**src/rtl/rt_pkg.sv**
```systemverilog
// Shared quadrature definitions: Gray-coded phase states, the forward-step
// lookup and the step classifier used by rt_quad_dec.
package rt_pkg;

    localparam logic [1:0] PH_00 = 2'b00;
    localparam logic [1:0] PH_01 = 2'b01;
    localparam logic [1:0] PH_11 = 2'b11;
    localparam logic [1:0] PH_10 = 2'b10;

    typedef enum logic [1:0] {
        STEP_NONE,
        STEP_FWD,
        STEP_REV,
        STEP_ERR
    } step_t;

    // Forward order is 00 -> 01 -> 11 -> 10 -> 00.
    function automatic logic [1:0] fwd_next(input logic [1:0] ph);
        case (ph)
            PH_00:   return PH_01;
            PH_01:   return PH_11;
            PH_11:   return PH_10;
            default: return PH_00;
        endcase
    endfunction

    function automatic step_t classify(input logic [1:0] old_ph, input logic [1:0] new_ph);
        if (new_ph == old_ph)
            return STEP_NONE;
        else if (new_ph == fwd_next(old_ph))
            return STEP_FWD;
        else if (old_ph == fwd_next(new_ph))
            return STEP_REV;
        else
            return STEP_ERR;
    endfunction

endpackage

```
**src/rtl/rt_glitch_filt.sv**
```systemverilog
// Per-input glitch filter: a new level is accepted only after it has been
// stable for PARAM_FILT_LEN consecutive cycles; o_vld marks the first acceptance.
module rt_glitch_filt #(
    parameter int PARAM_FILT_LEN = 4
) (
    input  logic i_clk,
    input  logic i_rst_n,
    input  logic i_vld,
    input  logic i_d,
    output logic o_d,
    output logic o_vld
);

    localparam int CW = (PARAM_FILT_LEN > 2) ? $clog2(PARAM_FILT_LEN) : 1;
    localparam logic [CW-1:0] LAST = CW'(PARAM_FILT_LEN - 1);

    logic          r_d;
    logic          r_vld;
    logic [CW-1:0] r_cnt;

    always_ff @(posedge i_clk or negedge i_rst_n) begin
        if (!i_rst_n) begin
            r_d   <= 1'b0;
            r_vld <= 1'b0;
            r_cnt <= '0;
        end else if (i_vld) begin
            if (!r_vld) begin
                // Before the first acceptance, require the raw level to be stable.
                r_d <= i_d;
                if (i_d != r_d)
                    r_cnt <= '0;
                else if (r_cnt == LAST) begin
                    r_vld <= 1'b1;
                    r_cnt <= '0;
                end else
                    r_cnt <= r_cnt + 1'b1;
            end else if (i_d == r_d) begin
                r_cnt <= '0;
            end else if (r_cnt == LAST) begin
                r_d   <= i_d;
                r_cnt <= '0;
            end else begin
                r_cnt <= r_cnt + 1'b1;
            end
        end
    end

    assign o_d   = r_d;
    assign o_vld = r_vld;

endmodule

```
**src/rtl/rt_quad_dec.sv**
```systemverilog
// Quadrature decoder: synchronizes A/B/Z, decodes Gray steps into ce/inc_n
// pulses, flags double transitions. Define RT_QUAD_DEC_FILTER_EN to add glitch filters.
module rt_quad_dec
    import rt_pkg::*;
#(
    parameter int PARAM_FILT_LEN    = 4,
    parameter int PARAM_ERR_BIT_NUM = 8
) (
    input  logic                         rt_i_clk,
    input  logic                         rt_i_rst_n,
    input  logic                         rt_i_a,
    input  logic                         rt_i_b,
    input  logic                         rt_i_z,
    input  logic                         rt_i_en,
    input  logic                         rt_i_clr_err,
    output logic                         rt_o_ce,
    output logic                         rt_o_inc_n,
    output logic                         rt_o_idx,
    output logic                         rt_o_err,
    output logic [PARAM_ERR_BIT_NUM-1:0] rt_o_err_cnt
);

    // Bit order everywhere below: {z, a, b}.
    logic [2:0] r_sync1;
    logic [2:0] r_sync2;
    logic [1:0] r_sync_vld;
    logic [2:0] w_smp;
    logic       w_smp_vld;

    always_ff @(posedge rt_i_clk or negedge rt_i_rst_n) begin
        if (!rt_i_rst_n) begin
            r_sync1    <= '0;
            r_sync2    <= '0;
            r_sync_vld <= '0;
        end else begin
            r_sync1    <= {rt_i_z, rt_i_a, rt_i_b};
            r_sync2    <= r_sync1;
            r_sync_vld <= {r_sync_vld[0], 1'b1};
        end
    end

`ifdef RT_QUAD_DEC_FILTER_EN
    logic [2:0] w_filt_vld;

    generate
        for (genvar gi = 0; gi < 3; gi++) begin : g_filt
            rt_glitch_filt #(
                .PARAM_FILT_LEN (PARAM_FILT_LEN)
            ) u_filt (
                .i_clk   (rt_i_clk),
                .i_rst_n (rt_i_rst_n),
                .i_vld   (r_sync_vld[1]),
                .i_d     (r_sync2[gi]),
                .o_d     (w_smp[gi]),
                .o_vld   (w_filt_vld[gi])
            );
        end
    endgenerate

    assign w_smp_vld = &w_filt_vld;
`else
    assign w_smp     = r_sync2;
    assign w_smp_vld = r_sync_vld[1];
`endif

    logic [1:0]                   r_phase;
    logic                         r_init;
    logic                         r_z_prev;
    logic                         r_ce;
    logic                         r_inc_n;
    logic                         r_err;
    logic                         r_idx;
    logic [PARAM_ERR_BIT_NUM-1:0] r_err_cnt;
    step_t                        w_step;
    logic                         w_z_rise;
    logic                         w_move;

    // Nothing is decoded until the first valid sample has loaded the state.
    always_comb begin
        w_step   = STEP_NONE;
        w_z_rise = 1'b0;
        if (w_smp_vld && r_init) begin
            w_step   = classify(r_phase, w_smp[1:0]);
            w_z_rise = w_smp[2] & ~r_z_prev;
        end
    end

    assign w_move = (w_step == STEP_FWD) || (w_step == STEP_REV);

    always_ff @(posedge rt_i_clk or negedge rt_i_rst_n) begin
        if (!rt_i_rst_n) begin
            r_phase   <= PH_00;
            r_init    <= 1'b0;
            r_z_prev  <= 1'b0;
            r_ce      <= 1'b0;
            r_inc_n   <= 1'b0;
            r_err     <= 1'b0;
            r_idx     <= 1'b0;
            r_err_cnt <= '0;
        end else begin
            if (w_smp_vld) begin
                r_phase  <= w_smp[1:0];
                r_z_prev <= w_smp[2];
                r_init   <= 1'b1;
            end
            r_ce  <= rt_i_en && w_move;
            r_err <= rt_i_en && (w_step == STEP_ERR);
            r_idx <= rt_i_en && w_z_rise;
            if (w_move)
                r_inc_n <= (w_step == STEP_REV);
            if (rt_i_clr_err)
                r_err_cnt <= '0;
            else if (rt_i_en && (w_step == STEP_ERR) && (r_err_cnt != '1))
                r_err_cnt <= r_err_cnt + 1'b1;
        end
    end

    assign rt_o_ce      = r_ce;
    assign rt_o_inc_n   = r_inc_n;
    assign rt_o_idx     = r_idx;
    assign rt_o_err     = r_err;
    assign rt_o_err_cnt = r_err_cnt;

endmodule

```
**config.mk**
```make
export PLATFORM = sky130hd
export DESIGN_NAME = rt_quad_dec
export DESIGN_NICKNAME = d
export VERILOG_FILES = /design/src/rtl/rt_pkg.sv /design/src/rtl/rt_glitch_filt.sv /design/src/rtl/rt_quad_dec.sv
export SDC_FILE = /design/constraint.sdc
export NUM_CORES = 1
export LEC_CHECK = 0
export CORE_ASPECT_RATIO = 1.2
export CORE_MARGIN = 4
export CORE_UTILIZATION = 50
export CTS_BUF_LIST = sky130_fd_sc_hd__clkbuf_16
export CTS_CLUSTER_DIAMETER = 40
export DETAILED_ROUTE_END_ITERATION = 10
export GPL_TIMING_DRIVEN = 0
export PLACE_DENSITY_LB_ADDON = 0.12
export SYNTH_ARGS = -nofsm -noshare
export SYNTH_HDL_FRONTEND = slang
export SYNTH_SLANG_ARGS = --single-unit
export TNS_END_PERCENT = 30
```
**constraint.sdc**
```tcl
create_clock -name rt_i_clk -period 2.62 [get_ports rt_i_clk]
set_input_delay 0.393 -clock rt_i_clk [delete_from_list [all_inputs] [get_ports rt_i_clk]]
set_output_delay 0.393 -clock rt_i_clk [all_outputs]
set_load 0.01 [all_outputs]
```
[Word level (Yosys, flattened, before mapping)]
Cells that the tools add are included.
Storage, ports and cells
  word-level logic and storage cells: 48
  register bits after elaboration: 24
  output and inout bits: 12
  bits of input ports: 7
Cells by class
  $add $sub $neg: 1
  eq/ne operators: 11
  bitwise operators: 2
  mux-type cells: 14
  reductions and logical operators: 9
Operators by type and width (number)
  2-bit two-way mux: 8
  8-bit two-way mux: 2
  2-bit case mux with 3 select lines: 2
  8-bit by 1-bit adder with 8-bit output, second input constant: 1
  2-bit equality test, second input constant: 4
  8-bit != test, second input constant: 1
  2-bit by 1-bit equality test with 1-bit output, second input constant: 3
  2-bit equality test: 3
  1-bit logical AND: 5
  2-bit logical NOT: 2
  1-bit two-way mux: 2
  2-bit nonzero test: 1
  1-bit AND: 1
  1-bit logical OR: 1
  1-bit inverter: 1

[Depth between registers and ports, before layout]
  depth in word-level cells: 18
  mapped depth: 7
  depth with buffers taken out: 7

[Worst setup path after synthesis]
OpenSTA, ideal clock, no wires.
  path type: reg2reg
  start point: reg r_sync2[1]
  end point: reg r_err_cnt[0] (netlist: rt_o_err_cnt[0])
  arrival time: 1.974 ns
  period minus slack after synthesis: 2.099 ns
  path buffers: 0
  stages on the path, launching flop included: 8
  slack: 0.521 ns
  library setup time: 0.125 ns
  required time: 2.495 ns
  cell sequence: dfrtp_1 -> nor2b_1 -> or3b_2 -> nor3b_1 -> ha_1 -> and2_2 -> a21boi_1 -> mux2_2
Between the ends
  longest elaborated chain between the ends: 14
  elaborated cells on any way between the ends: 18
  classes of those cells: eq/ne (6); mux (8); reduce/logical (4)
RTL lines
  from (decl): RTL line rt_quad_dec.sv:25  | logic [2:0] r_sync2;
  from (signal assigned): RTL line rt_quad_dec.sv:37  | r_sync2 <= r_sync1;
  2-bit equality test (tied with other cells): RTL line rt_pkg.sv:19  | case (ph)
  2-bit case mux with 3 select lines: RTL line rt_pkg.sv:19
  2-bit two-way mux: RTL line rt_pkg.sv:30  | else if (new_ph == fwd_next(old_ph))
  2-bit two-way mux: RTL line rt_pkg.sv:28  | if (new_ph == old_ph)
  2-bit two-way mux: RTL line rt_quad_dec.sv:82  | if (w_smp_vld && r_init) begin
  2-bit equality test: RTL line rt_pkg.sv:32  | else if (old_ph == fwd_next(new_ph))
  1-bit two-way mux: RTL line rt_pkg.sv:32
  2-bit two-way mux: RTL line rt_pkg.sv:30
  2-bit two-way mux (*): RTL line rt_pkg.sv:28
  2-bit two-way mux (*): RTL line rt_quad_dec.sv:82
  2-bit equality test (*): RTL line rt_quad_dec.sv:113  | else if (rt_i_en && (w_step == STEP_ERR) && (r_err_cnt != '1))
  1-bit logical AND (*) (2 in a row): RTL line rt_quad_dec.sv:113
  2-bit nonzero test (no source line) (*)
  to (signal assigned): RTL line rt_quad_dec.sv:114  | r_err_cnt <= r_err_cnt + 1'b1;
  to (decl): RTL line rt_quad_dec.sv:73  | logic [PARAM_ERR_BIT_NUM-1:0] r_err_cnt;
Mark *: on every way between the ends. The rest lies on a longest branch, timed or not. The select of a mux whose other input is x is not followed.
A chain may end at the register's enable or synchronous reset.

[Worst setup path in the final report]
Same ends and word-level chain as after synthesis.

==> summary.md <==
| Metric | Value |
|---|---|
| Run status | finished clean |
| Final standard cell utilization of the core | 70.8% |
| Dominant register cell in the synthesized netlist | dfrtp_1 |
| CP required | 2.76 ns |
| Clock transition time at the flip-flop clock pins of the worst setup and hold paths | 0.06 ns |
| Die span in y | 58.1 microns |
| DIE AREA | 2890 sq um |
| Post-synth top area share | 57.4% |
| Proportion of synthesized chip area in sequential cells | 57.4% |
| Maximum number of pins on one net before global-route repair | 25 |
| Number of DRC violations after detailed routing | 0 |
| Max-capacitance violation count | 0 |
| Maximum buffer depth of the clock tree | 2 |
| Number of nets in the synthesized netlist | 100 |
| Biggest area contributors in the synthesized netlist | dfrtp_1, mux2_2, ha_1, a211oi_1, nand2b_1 |
| Number of antenna violations at the first check in global routing | 0 |
| Post-DP HPWL | 1.36 mm |
| Quantity of gates resized following cts | 0 |
| Buffers inserted by post-CTS timing repair | 0 |
| Total Routed Length | 1.90 mm |
| Remaining antenna violation count | 0 |
| Crit end category | flip-flop |
| Worst Max-Slew Pin Slew | 1.03 ns |
| Most frequent cell after synthesis | dfrtp_1 |
| Layout overhead on the synthesized area | 29.5% |
| IO Count | 19 |
| Switching Power | 165 uW |
| Die width | 49.8 microns |
| Final period demand of the worst path | 2.30 ns |
| Synthesized flop and latch total | 24 |
| RePlAce Congestion | 0.809 |
| Count of endpoints failing hold in the final timing report | 0 |
| Initial DRT Pass Iterations | 4 |
| Worst Hold Path Cells | 0 |
| Port Buffers | 18 |
| Core box area | 1910 sq um |
| Grt ovf | 0 |
| Vias in the first global route | 767 |
| CTS Hold Bufs | 0 |
| Number of enable-type register cells in the synthesized netlist | 0 |
| Count of pins over their slew limit | 0 |
| Headroom to the max-slew limit | 31.2% |
| R2R depth | 7 |
| Syn_area_per_cell | 11.6 sq um |
| Worst min-delay path startpoint | r_sync1[0] |
| Wirelength per Cell | 14.5 microns |
| Number of distinct library cells after synthesis | 30 |
| Setup violations, final | 0 |
| Crit path max fanout | 7 |
| Post-synthesis async set-or-reset flop share | 100% |
| Yosys top cell by area | dfrtp_1 |
| Syn. warnings | 0 |
| Setup Skew | 0.00259 ns |
| Total global-route track usage | 14.2% |
| Clock H-tree levels | 1 |
| Path category of the worst min-delay check | reg2reg |
| Total standard cell area after synthesis | 1050 sq um |
| Maximum resistive drop on vdd | 658 uV |
| First-pass GRT wire length | 3.14 mm |
| Type of origin of the critical path | flip-flop |
| Combinational group share of total power | 7.7% |
| NumNets Final | 123 |
| Sw Share | 18.4% |
| Synthesized instance count | 90 |
| Maximum clock frequency | 435 MHz |
| Reg power frac | 44.6% |
| Clock insertion delay at the later pin of the skew report | 0.25 ns |
| Root Driver | clkbuf_16 |
| Leakage power total | 0.000575 uW |
| Final antenna diode count | 0 |
| Setup repair after global routing missed its margin | false |
| Initial core utilization | 54.6% |
| Num CTS Buffers | 3 |
| Iter 0 DRT Violations | 2 |
| Clock sinks | 24 |
| Pwr dens | 660 nW/um^2 |
| Share of the clock period used by the worst path | 87.7% |
| Hold endpoint | r_sync2[0] |
| Reg-to-reg slack, setup | 0.32 ns |
| Category of the most critical setup path | reg2reg |
| Worst hold slack | 0.348 ns |
| Endpoint of the lowest-slack register-to-register path | rt_o_err_cnt[0] |
| Total Neg Setup Slack | 0 ns |
| Clock tree from TritonCTS | yes |
| Design Power | 894 uW |
| Post-synth top cells | dfrtp_1, mux2_2, nor3_1 |
| Vias post-DR | 765 |
| Avg Vias per Cell | 5.84 |
| Layout cells sized above 1 | 14.3% |
| Internal cell power | 730 uW |
| Worst R2R Start | r_sync2[1] |
| Clock network fraction of design power | 47.8% |
| Arrival time of data at the critical path endpoint | 2.44 ns |
| Number of placement rows | 17 |
critical path: stages (launching register included):
cell,delay [ns]
dfrtp_1,0.44
nor2b_1,0.19
nor3_1,0.07
a211oi_1,0.32
ha_1,0.29
and2_2,0.20
a21boi_1,0.31
mux2_2,0.38
per-stage QoR:
stage | setup slack [ns] | instances | cell area (sq um)
6_report | 0.321 | 131 | 1360
5_1_grt | 0.160 | 131 | 1360
4_1_cts | 0.290 | 131 | 1360
3_5_place_dp | 0.339 | 127 | 1250
3_3_place_gp | 0.399 | 127 | 1250
2_1_floorplan | 0.521 | 90 | 1050
flip-flops by register name, indices dropped and copies added, names as in the netlist, 2 cells and up:
name          flops
r_phase           2
r_sync1           3
r_sync2           3
r_sync_vld        2
rt_o_err_cnt      8
cells in the final DEF (no fill, tap or decap), drive strengths merged, types with 2 or more instances in the layout:
cell type	instances
a211oi	4
a21oi	3
and2	2
and3	2
and4	2
clkbuf	4
clkdlybuf4s50	18
dfrtp	24
ha	3
inv	4
mux2	5
nand2	4
nand2b	4
nand3	2
nor2	4
nor2b	4
nor3	5
nor3b	2
nor4	2
o21ai	2
or3b	2
how the worst max path moves through the flow:
stage                          start              end
final                     r_sync2[1]  rt_o_err_cnt[0]
after global routing      r_sync2[1]  rt_o_err_cnt[0]
after CTS                 r_sync2[1]  rt_o_err_cnt[0]
after detailed placement  r_sync2[1]  rt_o_err_cnt[0]
after global placement    r_sync2[1]  rt_o_err_cnt[0]
after floorplan           r_sync2[1]  rt_o_err_cnt[0]
layer usage:
layer / share of wire [%] / GRT usage, % / up-vias
met5: 0 / 0 / -
met4: 1.3 / 5.14 / 0
met3: 4.1 / 3.86 / 4
met2: 51 / 26.1 / 19
met1: 43 / 15.5 / 377
li1: - / - / 365
power by group through the flow:
stage / registers [uW] / logic [uW] / clock network (uW)
CTS: 399 / 70.3 / 434
detailed placement: 406 / 70.0 / 0
floorplan: 407 / 30.3 / 0
global placement: 404 / 68.0 / 0
finish: 398 / 68.6 / 427
global route: 401 / 74.8 / 447
area by class of cell:
class | count | area [sq um]
Sequential cell | 24 | 601
Clock inverter | 1 | 30.0
Tap cell | 19 | 23.8
Inverter | 4 | 15.0
Timing Repair Buffer | 18 | 180
Multi-Input combinational cell | 61 | 427
Fill cell | 143 | 559
Clock buffer | 3 | 75.1
Buffer | 1 | 3.75
logic make-up after synthesis:
family	synth area share (%)
AND/OR/NAND/NOR	22.1
flip-flops	57.4
AO/OA/AOI/OAI	8.37
multiplexers	6.34
buffers and inverters	1.79
adder cells (fa/ha/maj)	3.59
other	0.359
Power figures use the tool's default switching activity.
